[src/rtl/gray_binarize.sv]
// Gray-to-binary thresholding with a two-stage output pipeline and line/column/frame tracking.
// Optional BIN_AUTO_THR_EN: each frame's threshold is the min/max midpoint of the previous frame.
module gray_binarize #(
    parameter int unsigned MAX_COLS = 1280
) (
    input  logic        module_clk,
    input  logic        module_rst_n,
    input  logic        cam_href,
    input  logic        cam_vsync,
    input  logic        pix_val,
    input  logic [7:0]  pix_data,
    input  logic [7:0]  thr,
    input  logic        inv,
    output logic        bin_val,
    output logic        bin_dout,
    output logic        bin_href,
    output logic        bin_vsync,
    output logic [11:0] col_cnt,
    output logic [11:0] line_cnt,
    output logic        frame_done
);

    localparam logic [11:0] MAX_C = 12'(MAX_COLS);

    typedef enum logic [1:0] {
        IDLE,
        WAIT_LINE,
        LINE
    } state_t;

    state_t      state_q;
    logic        vsync_q;
    logic        href_q;
    logic [11:0] col_q;
    logic [11:0] line_q;
    logic        got_pix_q;
    logic [7:0]  thr_q;
    logic [7:0]  thr_d;

    logic        vs_rise;
    logic        href_rise;
    logic        href_fall;
    logic        accept;
    logic        fg_d;
    logic        fdone_d;

    logic        s1_val_q;
    logic        s1_dout_q;
    logic        s1_href_q;
    logic        s1_vsync_q;
    logic        s1_fdone_q;
    logic [11:0] s1_col_q;
    logic [11:0] s1_line_q;

    assign vs_rise   = cam_vsync & ~vsync_q;
    assign href_rise = cam_href & ~href_q;
    assign href_fall = ~cam_href & href_q;
    // A frame-start edge wins over a pixel presented in the same cycle.
    assign accept    = (state_q == LINE) && pix_val && !vs_rise && (col_q < MAX_C);
    assign fg_d      = accept & ((pix_data > thr_q) ^ inv);
    assign fdone_d   = vs_rise && (state_q != IDLE) && (line_q != '0);

`ifdef BIN_AUTO_THR_EN
    logic [7:0] min_q;
    logic [7:0] max_q;
    logic       first_q;
    logic [8:0] mid_sum;

    assign mid_sum = {1'b0, min_q} + {1'b0, max_q};
    assign thr_d   = first_q ? thr : mid_sum[8:1];

    always_ff @(posedge module_clk or negedge module_rst_n) begin
        if (!module_rst_n) begin
            min_q   <= 8'hFF;
            max_q   <= '0;
            first_q <= 1'b1;
        end else if (vs_rise) begin
            min_q   <= 8'hFF;
            max_q   <= '0;
            first_q <= 1'b0;
        end else if (accept) begin
            if (pix_data < min_q) min_q <= pix_data;
            if (pix_data > max_q) max_q <= pix_data;
        end
    end
`else
    assign thr_d = thr;
`endif

    // Edge detectors reset high so a sync already asserted at reset release is not taken as an edge.
    always_ff @(posedge module_clk or negedge module_rst_n) begin
        if (!module_rst_n) begin
            state_q   <= IDLE;
            vsync_q   <= 1'b1;
            href_q    <= 1'b1;
            col_q     <= '0;
            line_q    <= '0;
            got_pix_q <= 1'b0;
            thr_q     <= 8'd128;
        end else begin
            vsync_q <= cam_vsync;
            href_q  <= cam_href;
            if (vs_rise) begin
                thr_q     <= thr_d;
                line_q    <= '0;
                col_q     <= '0;
                got_pix_q <= 1'b0;
                state_q   <= href_rise ? LINE : WAIT_LINE;
            end else begin
                case (state_q)
                    IDLE: begin
                    end
                    WAIT_LINE: begin
                        if (href_rise) begin
                            state_q   <= LINE;
                            col_q     <= '0;
                            got_pix_q <= 1'b0;
                        end
                    end
                    LINE: begin
                        if (accept) begin
                            col_q     <= col_q + 12'd1;
                            got_pix_q <= 1'b1;
                        end
                        if (href_fall) begin
                            state_q <= WAIT_LINE;
                            if ((got_pix_q || accept) && (line_q != '1)) begin
                                line_q <= line_q + 12'd1;
                            end
                        end
                    end
                    default: state_q <= IDLE;
                endcase
            end
        end
    end

    always_ff @(posedge module_clk or negedge module_rst_n) begin
        if (!module_rst_n) begin
            s1_val_q   <= 1'b0;
            s1_dout_q  <= 1'b0;
            s1_href_q  <= 1'b0;
            s1_vsync_q <= 1'b0;
            s1_fdone_q <= 1'b0;
            s1_col_q   <= '0;
            s1_line_q  <= '0;
            bin_val    <= 1'b0;
            bin_dout   <= 1'b0;
            bin_href   <= 1'b0;
            bin_vsync  <= 1'b0;
            frame_done <= 1'b0;
            col_cnt    <= '0;
            line_cnt   <= '0;
        end else begin
            s1_val_q   <= accept;
            s1_dout_q  <= fg_d;
            s1_href_q  <= cam_href;
            s1_vsync_q <= cam_vsync;
            s1_fdone_q <= fdone_d;
            s1_col_q   <= col_q;
            s1_line_q  <= line_q;
            bin_val    <= s1_val_q;
            bin_dout   <= s1_dout_q;
            bin_href   <= s1_href_q;
            bin_vsync  <= s1_vsync_q;
            frame_done <= s1_fdone_q;
            col_cnt    <= s1_col_q;
            line_cnt   <= s1_line_q;
        end
    end

endmodule

[config.mk]
export PLATFORM = sky130hd
export DESIGN_NAME = gray_binarize
export DESIGN_NICKNAME = d
export VERILOG_FILES = /design/src/rtl/gray_binarize.sv
export SDC_FILE = /design/constraint.sdc
export NUM_CORES = 1
export LEC_CHECK = 0
export ABC_CLOCK_PERIOD_IN_PS = 3500
export CORE_MARGIN = 4
export CORE_UTILIZATION = 30
export DETAILED_ROUTE_END_ITERATION = 10
export HOLD_SLACK_MARGIN = 0.06
export PLACE_DENSITY = 0.52
export SLEW_MARGIN = 20
export SYNTH_ARGS = -nofsm -noshare
export SYNTH_HDL_FRONTEND = slang
export SYNTH_SLANG_ARGS = --single-unit
export TNS_END_PERCENT = 100
[constraint.sdc]
create_clock -name module_clk -period 3.5 [get_ports module_clk]
set_clock_uncertainty 0.1 [all_clocks]
set_input_delay 0.525 -clock module_clk [delete_from_list [all_inputs] [get_ports module_clk]]
set_output_delay 0.525 -clock module_clk [all_outputs]
set_load 0.01 [all_outputs]
# Word-level counts from Yosys, hierarchy flattened
# Cells that the tools add are included.
[op_classes]
n_bitwise = 8
n_eq_ne = 7
n_reduce_logical = 18
add_sub_neg = 2
n_lt_le_gt_ge = 2
n_mux = 17
[ops]
columns = ["cell", "count"]
rows = [
  ["$mux W12", 7],
  ["$add A12 B1 Y12 const B", 2],
  ["$pmux W12 S2", 1],
  ["$lt A12 B11 Y1 const B", 1],
  ["$ne A12 B12 Y1 const B", 1],
  ["$reduce_bool A12 Y1", 1],
  ["$ne A3 B3 Y1 const B", 3],
  ["$reduce_and A3 Y1", 3],
  ["$gt A8 B8 Y1", 1],
  ["$mux W2", 4],
  ["$reduce_bool A2 Y1", 4],
  ["$logic_and A1 B1 Y1", 6],
  ["$pmux W2 S3", 1],
  ["$and A1 B1 Y1", 4],
  ["$mux W1", 3],
  ["$not A1 Y1", 3],
  ["$reduce_bool A3 Y1", 1],
  ["$eq A2 B1 Y1 const B", 1],
  ["$eq A2 B2 Y1 const B", 1],
  ["$logic_not A2 Y1", 1],
  ["$ne A2 B2 Y1 const B", 1],
  ["$pmux W1 S2", 1],
  ["$logic_not A1 Y1", 1],
  ["$logic_or A1 B1 Y1", 1],
  ["$xor A1 B1 Y1", 1],
]
[totals]
inputBits = 22
register_bits = 95
output_inout_bits = 29

# Longest topological paths before layout
[logic_depth]
depth_word = 11
depth_mapped = 7

# Least setup slack after synthesis
# OpenSTA, ideal clock, no wires.
[synth_path]
path_type = "in2reg"
from = "in pix_val"
to = "reg line_q[6]"
stages = 6
path_slack_ns = 1.726
n_path_buf = 1
arrival_ns = 1.554
required_time_ns = 3.280
path_cell_list = "and4bb_1 -> a31oi_1 -> buf_4 -> nor4_4 -> a21oi_1 -> a31o_1"
[synth_between]
elab_chain_len = 7
[synth_lines]
columns = ["item", "line_no", "rtl"]
rows = [
  ["start: declaration", "10", "input logic pix_val,"],
  ["$logic_and A1 B1 Y1 (3 in a row)", "59", "assign accept = (state_q == LINE) && pix_val && !vs_rise && (col_q < MAX_C);"],
  ["$logic_or A1 B1 Y1", "127", "if ((got_pix_q || accept) && (line_q != '1)) begin"],
  ["$logic_and A1 B1 Y1", "127", ""],
  ["$reduce_bool A2 Y1 (no line)", "-", ""],
  ["$reduce_and A3 Y1 (no line)", "-", ""],
  ["end signal: assignment", "128", "line_q <= line_q + 12'd1;"],
  ["end: declaration", "35", "logic [11:0] line_q;"],
]
# Every way passes these cells.
# A chain may end at the register's enable or synchronous reset.

# Worst setup path in the final report
[layout_path]
from = "in cam_href"
to = "reg line_q[10]"
[layout_between]
elab_chain_len = 4
[layout_lines]
columns = ["item", "line_no", "rtl"]
rows = [
  ["start: declaration", "8", "input logic cam_href,"],
  ["$not A1 Y1", "57", "assign href_fall = ~cam_href & href_q;"],
  ["$and A1 B1 Y1", "57", ""],
  ["$reduce_bool A2 Y1 (no line)", "-", ""],
  ["$reduce_and A3 Y1 (no line)", "-", ""],
]
# Every way passes these cells.

==> implementation parameters <==
Parameter                              Value

Final layout
  Most used cells in the layout excluding fill and tap cells    92 x sky130_fd_sc_hd__dfrtp_1, 49 x sky130_fd_sc_hd__clkdlybuf4s50_1, 26 x sky130_fd_sc_hd__o21ai_0
  Ratio of cells with drive above 1 in the final layout    roughly 11%
  Most common cell after layout, fill and taps aside    sky130_fd_sc_hd__dfrtp_1
  Final layout net count    around 370
  Total area of multi-input combinational cells    1070 sq um
  Number of antenna cells inserted    0
  Fill cells    1119
  Storage element area    ~2400 sq um
  Area growth from synthesis to layout    27.7%
  Non-filler instance count after layout    slightly below 500

STA
  Unrepaired setup endpoints after global routing    false
  Final setup fails    0
  Total Neg Setup Slack    0 ns
  Number of failing hold endpoints at the final stage    0
  Minimum clock period after layout    2.30 ns
  Slew at the pin closest to its max-slew limit    ~0.65 ns
  Achievable clock frequency    ~430 MHz
  Slew Limit Headroom    between 50 and 60%
  Pins over their slew limit    0
  Final Cycle Share    ~66%
  Worst setup margin    roughly 1.2 ns

GRT
  Global-route congestion overflow total    0
  Met3 Resource Use GR    under 10%
  Met1 usage    ~16%
  Wire length of the first global-routing pass    roughly 12 mm
  Met2 GRT Util    roughly 16%
  Routing layer with the top usage in global route    met2
  Overall fraction of global-route tracks in use    11.2%
  Number of antenna violations at the first check in global routing    0
  Via count of the first global-routing pass    roughly 2300
  Pin count of the biggest net entering global routing    34

Placed design
  Pre-CTS setup slack    just under 0.9 ns
  Final GP Congestion    0.755
  Number of buffers inserted by port buffering    50
  Number of cells in the design after placement    approximately 470
  Post-DP HPWL    between 4 and 5 mm

Synth
  Number of nets in the synthesized netlist    313
  Netlist area before placement    around 3500 sq um
  Instance count of the mapped netlist    280
  Synthesized area divided by synthesized cell count    12.7 sq um
  Number of different library cells in the post-synthesis netlist    between 40 and 50
  Sequential cell area fraction in the yosys report    roughly 67%
  Flip-flop and latch count after synthesis    between 90 and 100
  Warning count from the yosys run    0

CTS
  Clock tree from TritonCTS    done
  # clock sinks    between 90 and 100
  Buffers from clock root to sink, at most    2
  Clock transition at the registers of the reported paths    about 0.060 ns
  Clock insertion delay at the later pin of the skew report    between 0.3 and 0.4 ns
  Number of buffers created by CTS    9
  H-tree Lvls    3
  Total of cells resized after clock tree synthesis    0
  Buffer type at the clock tree root    sky130_fd_sc_hd__clkbuf_16

Critical path
  Startpoint kind of the worst setup timing path    input port
  Setup Crit Path Kind    input port to register
  Data arrival, critical path    about 2.5 ns
  Data required, critical path    roughly 3.7 ns
  Critical Path Fanout Max    11
  Kind of end point of the critical path    register

Route
  Routed WL    slightly below 7 mm
  Vias per Instance    4.60
  Total via count after detailed routing    2226
  Count of nets left with antenna violations after detail routing    0
  DRC violation count after routing    0
  Iteration-0 DRC count of the detailed router    95
  Routed length per instance    13.9 um
  Number of detailed-routing iterations run before antenna repair    4

Flow run
  # Max-Cap Violations    0

Power and ir drop
  Peak supply drop    ~0.24 mV
  Cell area power density    a little over 500 nW/um^2
  Leakage component of the power    between 2 and 2.5 nW
  Total power consumption of the routed design    roughly 0.0023 W

Floorplan
  Boundary pin count    51
  Width of the die    117 um
  Die height    ~120 um
  Die Outline Area    about 14000 sq um
  Initial Util    30.8%
  Core region area    about 12000 sq um
  Number of rows created at floorplan    39

Outcome
  Status    finished, final reports clean

Min path
  Worst min path class    register to register
flip-flops by register name, indices dropped and copies added (netlist names), 2 cells and up:
register and cells:
col_cnt 12, col_q 12, line_cnt 12, line_q 12
s1_col_q 12, s1_line_q 12, state_q 2, thr_q 8
power by group:
part	switching, W	leakage [nW]	internal [W]
Clock	0.000401	0.152	0.000591
Sequential	0.0000143	1.29	0.00113
Combinational	0.0000896	0.599	0.0000673
Total	0.000505	2.04	0.00179
metrics by stage:
stage	hold WS (ns)	utilization, %	cell area, sq um
after floorplan	0.129	-	3550
after global placement	0.232	36.6	4210
after detailed placement	0.235	36.6	4210
after CTS	0.247	39.3	4530
after global routing	0.255	39.3	4530
final	0.245	39.3	4530
layout make-up:
class,instances,share of cell area [%]
sequential,95,52.6
timing repair buffer,55,11.9
clock inverter,5,1.24
multi-input combinational,161,23.6
clock buffer,11,5.58
inverter,14,1.16
tap,143,3.95
final timing paths:
check	from	to	slack, ns	cells past startpoint
max reg2reg	href_q$_DFF_PN1_	line_q[10]$_DFFE_PN0P_	1.32	5
min	s1_col_q[9]$_DFF_PN0_	col_cnt[9]$_DFF_PN0_	0.25	0
min reg2reg	s1_col_q[9]$_DFF_PN0_	col_cnt[9]$_DFF_PN0_	0.25	0
max	cam_href	line_q[10]$_DFFE_PN0P_	1.20	6
max in group asynchronous	module_rst_n	thr_q[7]$_DFFE_PN1N_	1.96	3
min in group asynchronous	module_rst_n	frame_done$_DFF_PN0_	0.55	2
per-layer routing:
layer / wire length (um) / up-vias
met5: 0 / -
met4: 155 / 0
met3: 315 / 9
met2: 2960 / 43
met1: 3310 / 1093
li1: - / 1081
cells by family after synthesis:
kind of cell | synth area share, %
AOI/OAI and AO/OA | 8.08
muxes | 0.565
DFF | 67.1
adders and majority gates | 3.88
buffers and inverters | 2.75
xor gates and xnor gates | 1.98
and+or+nand+nor | 15.6
worst max-delay path: stages:
cell                              delay [ns]
sky130_fd_sc_hd__clkdlybuf4s50_1        0.45
sky130_fd_sc_hd__nor2b_1                0.18
sky130_fd_sc_hd__nand3b_1               0.47
sky130_fd_sc_hd__nor2_1                 0.31
sky130_fd_sc_hd__or4b_1                 0.46
sky130_fd_sc_hd__nand2_1                0.08
cells in the mapped netlist:
cell	n	area (sq um)
sky130_fd_sc_hd__a21oi_1	7	35.0
sky130_fd_sc_hd__a22o_1	1	8.76
sky130_fd_sc_hd__a31o_1	1	8.76
sky130_fd_sc_hd__a31oi_1	6	37.5
sky130_fd_sc_hd__and2_0	1	6.26
sky130_fd_sc_hd__and2_1	3	18.8
sky130_fd_sc_hd__and3_1	4	25.0
sky130_fd_sc_hd__and4_1	2	17.5
sky130_fd_sc_hd__and4bb_1	1	12.5
sky130_fd_sc_hd__buf_2	2	10.0
sky130_fd_sc_hd__buf_4	1	7.51
sky130_fd_sc_hd__clkbuf_1	6	22.5
sky130_fd_sc_hd__clkbuf_2	1	5.00
sky130_fd_sc_hd__dfrtp_1	92	2300
sky130_fd_sc_hd__dfstp_2	3	78.8
sky130_fd_sc_hd__ha_1	11	138
sky130_fd_sc_hd__inv_1	13	48.8
sky130_fd_sc_hd__inv_2	1	3.75
sky130_fd_sc_hd__mux2i_1	2	20.0
sky130_fd_sc_hd__nand2_1	21	78.8
sky130_fd_sc_hd__nand2b_1	1	6.26
sky130_fd_sc_hd__nand3_1	8	40.0
sky130_fd_sc_hd__nand3b_1	1	7.51
sky130_fd_sc_hd__nand4_1	8	50.1
sky130_fd_sc_hd__nand4_2	1	12.5
sky130_fd_sc_hd__nor2_1	16	60.1
sky130_fd_sc_hd__nor2b_1	6	37.5
sky130_fd_sc_hd__nor3_1	3	15.0
sky130_fd_sc_hd__nor3_2	1	10.0
sky130_fd_sc_hd__nor4_1	1	6.26
sky130_fd_sc_hd__nor4_2	6	75.1
sky130_fd_sc_hd__nor4_4	2	42.5
sky130_fd_sc_hd__nor4b_1	1	8.76
sky130_fd_sc_hd__o2111ai_1	1	8.76
sky130_fd_sc_hd__o211ai_1	2	15.0
sky130_fd_sc_hd__o21a_1	1	7.51
sky130_fd_sc_hd__o21ai_0	26	130
sky130_fd_sc_hd__o21ai_1	2	10.0
sky130_fd_sc_hd__o311ai_0	1	8.76
sky130_fd_sc_hd__o31ai_1	1	7.51
sky130_fd_sc_hd__o41ai_1	1	8.76
sky130_fd_sc_hd__or2_2	2	12.5
sky130_fd_sc_hd__or4b_1	1	10.0
sky130_fd_sc_hd__xnor2_1	8	70.1
timing repair:
item,4_1_cts,5_1_grt
endpoints found under the hold margin,28,0
setup endpoints to repair,0,0
buffers inserted,0,0
hold buffers,1,0
(Power assumes the default switching activity.)
